===== src/rtl/ber_checker_pkg.sv =====
// Shared definitions for the PRBS9 bit-error-rate checker: FSM encoding,
// default sizing constants and index-width helpers.
package ber_checker_pkg;

  localparam int PRBS9_PERIOD   = 511;
  localparam int DEF_DELAY_LEN  = 512;
  localparam int DEF_WINDOW     = PRBS9_PERIOD;
  localparam int DEF_CNT_W      = 64;
  localparam int DEF_RESYNC_THR = 64;

  localparam logic [0:0] ST_SEARCH = 1'b0;
  localparam logic [0:0] ST_LOCKED = 1'b1;

  // Width of a delay index; never narrower than one bit.
  function automatic int delay_idx_w(input int delay_len);
    return (delay_len > 1) ? $clog2(delay_len) : 1;
  endfunction

  // Width able to hold a window count or a window error total (0..window).
  function automatic int win_cnt_w(input int window);
    return $clog2(window + 1);
  endfunction

endpackage


===== src/rtl/ber_sat_counter.sv =====
// Saturating accumulator: synchronous clear has priority, otherwise adds 0 or 1
// and sticks at all ones instead of wrapping.
module ber_sat_counter
  import ber_checker_pkg::*;
#(
  parameter int W = DEF_CNT_W
) (
  input  logic         clk,
  input  logic         rst,
  input  logic         clr,
  input  logic         inc,
  output logic [W-1:0] o_count
);

  logic [W-1:0] count_q;
  logic [W-1:0] count_d;

  always_comb begin
    count_d = count_q;
    if (clr) begin
      count_d = '0;
    end else if (inc && (count_q != {W{1'b1}})) begin
      count_d = count_q + W'(1);
    end
  end

  always_ff @(posedge clk or posedge rst) begin
    if (rst) begin
      count_q <= '0;
    end else begin
      count_q <= count_d;
    end
  end

  assign o_count = count_q;

endmodule


===== config.mk =====
export PLATFORM = sky130hd
export DESIGN_NAME = ber_sat_counter
export DESIGN_NICKNAME = d
export VERILOG_FILES = /design/src/rtl/ber_checker_pkg.sv /design/src/rtl/ber_sat_counter.sv
export SDC_FILE = /design/constraint.sdc
export NUM_CORES = 1
export LEC_CHECK = 0
export CAP_MARGIN = 20
export CORE_UTILIZATION = 41
export CTS_CLUSTER_SIZE = 24
export DETAILED_ROUTE_END_ITERATION = 8
export HOLD_SLACK_MARGIN = 0.02
export PLACE_DENSITY = 0.7
export SLEW_MARGIN = 15
export SYNTH_ARGS = -nofsm -noshare
export SYNTH_HDL_FRONTEND = slang
export SYNTH_SLANG_ARGS = --single-unit
export TNS_END_PERCENT = 50

===== constraint.sdc =====
create_clock -name clk -period 6.2 [get_ports clk]
set_clock_uncertainty 0.15 [all_clocks]
set_input_delay 1.24 -clock clk [delete_from_list [all_inputs] [get_ports clk]]
set_output_delay 1.24 -clock clk [all_outputs]
set_load 0.05 [all_outputs]

* Word-level counts from Yosys, hierarchy flattened
Cells that the tools add are included.
Word-level totals: register bits 64, input port bits 4, output and inout port bits 64
Cells by class: $add $sub $neg 1, equal/unequal tests 1, multiplexer cells 2, reductions and logical operators 2
Operators by type and width (count):
- $mux W64 | 2
- $add A64 B1 Y64 const B | 1
- $ne A64 B64 Y1 const B | 1
- $reduce_bool A2 Y1 | 1
- $logic_and A1 B1 Y1 | 1

* Longest topological paths before layout
word-level depth 4, depth in mapped cells 9, mapped depth without buffers 7

* Worst setup path before layout
Ideal clock, no wire load.
path kind reg-to-reg, start reg count_q[0] (netlist: o_count[0]), end reg count_q[1] (netlist: o_count[1]), arrival 2645 ps, data required time 5918 ps, path slack 3273 ps, cell stages (with the launch flop) 10, buffers on the path 2, cell sequence dfrtp_1 -> ha_1 -> nand4_1 -> or3_1 -> nand4b_2 -> o21ai_2 -> buf_4 -> buf_6 -> mux2i_1 -> nor2_1
On the way: longest elaborated chain between the ends 3, elaborated cells between the ends (all ways) 6
RTL lines:
- from (decl) | line ber_sat_counter.sv:15 | logic [W-1:0] count_q;
- from (signal assigned) | line ber_sat_counter.sv:31 | count_q <= count_d;
- $add A64 B1 Y64 or $ne A64 B64 Y1 (tied branches) | line ber_sat_counter.sv:23, ber_sat_counter.sv:22
- $mux W64 or $logic_and A1 B1 Y1 (tied branches) | line ber_sat_counter.sv:22 | end else if (inc && (count_q != {W{1'b1}})) begin
- $mux W64 or $reduce_bool A2 Y1 (tied branches)
Parallel ways exist; a longest one is shown, timed or not. The select of a mux whose other input is x is not followed. A chain may end at the register's enable or synchronous reset.

* Final worst setup path
start in inc, end reg count_q[54] (netlist: o_count[54])
On the way: longest elaborated chain between the ends 2
RTL lines:
- from (decl) | line ber_sat_counter.sv:11 | input logic inc,
- $logic_and A1 B1 Y1 | line ber_sat_counter.sv:22
- $reduce_bool A2 Y1 (no line)
No other way between the ends.

==> results.yml <==
timing:
  timing.setup.tns_ns: 0
  post-route-min-period_ns: 3.63
  tightest_slew_ns: 0.918
  report.final.slew_viol_count: 0
  max_slew_margin_pct: 38.8
  max_freq_mhz: 275
  final_hold_viol_count: 0
  post-route-period-util_pct: 58.6
  rsz0062_at_grt: "no"
  finalSetupViolations: 0
  fin_ws_ns: 2.57
clock_tree:
  cts_tree: "built"
  cts_buffers: 9
  cts_resized: 0
  htreeDepth: 3
  cts_root_buffer: "clkbuf_8"
  clock_latency_ns: 0.35
  clkTransAtPathRegs_ns: 0.07
  postCtsSetupBuffers: 0
  hold_buffers: 0
  clock_sinks: 64
  clockBufferDepth: 2
setup_path:
  r2r_setup_slack_ns: 2.92
  worstSetupStartpointType: "primary input"
  worstPathArrival_ns: 3.75
  crit_path_end_kind: "flip-flop"
  r2r_cells: 7
  reg2reg_to: "o_count[14]"
  worstPathRequired_ns: 6.32
  critical_path_class: "in2reg"
  cp_max_fo: 12
  r2r_start: "o_count[0]"
synth:
  synth_edf_count: 0
  seq_area_frac_synth_pct: 43.5
  synth_cell_type_count: 44
  synth_mux_area_share_pct: 0.578
  avgSynthCellArea_sq_um: 9.09
  synth_top_family_by_area: "simple AND/OR/NAND/NOR gates"
  synth_common_cells: "dfrtp_1, nor2_1, a21oi_1"
  yosys.area.top_type_share_pct: 43.5
  synth_adder_area_share_pct: 0.340
  ys_warn_count: 0
  synth_area_leader_cell: "dfrtp_1"
  syn_inst: 405
  synth_flop_cell: "dfrtp_1"
  synthTopCellsByArea: "dfrtp_1, nand4_1, a21oi_1, xor2_1, or3_1"
  synth_most_common_cell: "dfrtp_1"
  synth_xor_area_share_pct: 6.18
  synthesis.nets: 410
  synth_compound_area_share_pct: 13.8
  ys_ff_latch: 64
  synthesis.area_sq_um: 3680
  synth-async-reset-ratio_pct: 100
  yosys.area_share.simple_pct: 32.8
route:
  drt_iter0_drc: 203
  drcViolationCount: 0
  wl_um: 9600
  vias_per_cell: 5.95
  ant_nets: 0
  wl_per_cell_um: 16.5
  vias: 3453
  first_pass_iters: 4
placement:
  portBuffers: 67
  dpl.hpwl_um: 6480
  dp_slack_ns: 2.20
  gp_congestion: 0.854
  place_inst: 565
cells_and_area:
  largest_register_ffs: 64
  diodes: 0
  area_growth_pct: 25.9
  drive_gt1_share_pct: 7.84
  fin_cells: 580
  fill_cells: 810
  nNetsFinal: 473
global_routing:
  grt_antenna_before_repair: 0
  track_usage_pct: 21.1
  grt_pass1_wl_um: 16000
  grt_pass1_vias: 3247
  grt_max_degree: 68
  grt.overflow.total: 0
floorplan:
  ios: 68
  dieArea_sq_um: 9360
  rows: 34
  dieHeight_um: 96.8
  die_w_um: 96.8
  core_sq_um: 8720
  start_util_pct: 42.2
job:
  maxCapViolCount: 0
power:
  leakagePower_uw: 0.00168
  ir_drop_mv: 0.125
  p_per_area_nw_per_um2: 186
status:
  outcome: "finished clean"
worst_hold_path:
  min_from: "o_count[63]"
  hp-class: "reg2reg"
  min_to: "o_count[63]"
  min_path_cells: 2
routing by layer:
| layer | track usage (%) | vias to the layer above | part of all wire [%] |
|---|---|---|---|
| met4 | 6.08 | 0 | 1.2 |
| met3 | 4.84 | 11 | 4.5 |
| met1 | 29.3 | 1694 | 48 |
| met5 | 0 | - | 0 |
| met2 | 32.9 | 89 | 47 |
| li1 | - | 1659 | - |
placed cells by master, fill, tap and decap left out, drive strengths merged, types with 3 or more instances in the layout:
cell | netlist | layout
or3 | 22 | 22
o211ai | 5 | 5
dfrtp | 64 | 64
buf | 5 | 4
xor2 | 18 | 18
o2111ai | 4 | 4
o21ba | 3 | 3
nor2b | 3 | 3
clkbuf | 13 | 12
nor3 | 10 | 10
nand2 | 29 | 29
clkdlybuf4s50 | 0 | 66
a21oi | 32 | 32
nand3 | 24 | 24
o31ai | 14 | 14
nor4 | 12 | 12
or4 | 18 | 18
o21ai | 20 | 20
or2 | 3 | 3
inv | 4 | 4
and3 | 9 | 9
and4 | 7 | 7
nand4 | 27 | 27
xnor2 | 8 | 8
nor2 | 36 | 36
and2 | 4 | 4
kinds of logic after synthesis:
logic type                 count (synthesis)
AOI/OAI and AO/OA                         81
xor gates and xnor gates                  26
adders and majority gates                  1
buffers and inverters                     22
DFF                                       64
muxes                                      2
and+or+nand+nor                          209
final cells by class:
type | count | area, sq um | share of cell area (%)
Clock buffer | 12 | 155 | 3.35
Timing Repair Buffer | 70 | 686 | 14.8
Clock inverter | 3 | 65.1 | 1.40
Tap cell | 108 | 135 | 2.92
Sequential cell | 64 | 1600 | 34.6
Multi-Input combinational cell | 319 | 1980 | 42.7
Inverter | 4 | 15.0 | 0.324
worst max-delay path, cell delays in order:
cell and delay [ns]:
clkdlybuf4s50_1 0.80, nand2_1 0.13, nor4_2 0.26, nand3_2 0.24, or4_4 0.60, or3_1 0.33
a21oi_1 0.15
worst max-delay path by stage:
stage          start          end  slack, ns  depth (start not counted)
6_report         inc  o_count[54]       2.57                          7
5_1_grt          inc  o_count[58]       2.38                          7
4_1_cts          inc  o_count[54]       2.56                          7
3_5_place_dp     inc  o_count[54]       2.20                          7
3_3_place_gp     inc  o_count[56]       2.32                          7
2_1_floorplan    rst   o_count[0]       3.21                          1
per-stage QoR:
stage | hold slack, ns | power, uW | area [sq um] | util [%]
6_report | 0.419 | 862 | 4630 | 53.1
5_1_grt | 0.456 | 892 | 4630 | 53.1
4_1_cts | 0.424 | 872 | 4630 | 53.1
3_5_place_dp | 0.412 | 462 | 4410 | 50.6
3_3_place_gp | 0.408 | 461 | 4410 | 50.6
2_1_floorplan | 0.652 | 451 | 3680 | -
power by group:
part,switching (uW),total [uW],internal [uW]
sequential,1.98,421,419
clock,164,409,246
combinational,25.6,32.4,6.73
total,191,862,671
Power figures use the tool's default switching activity.
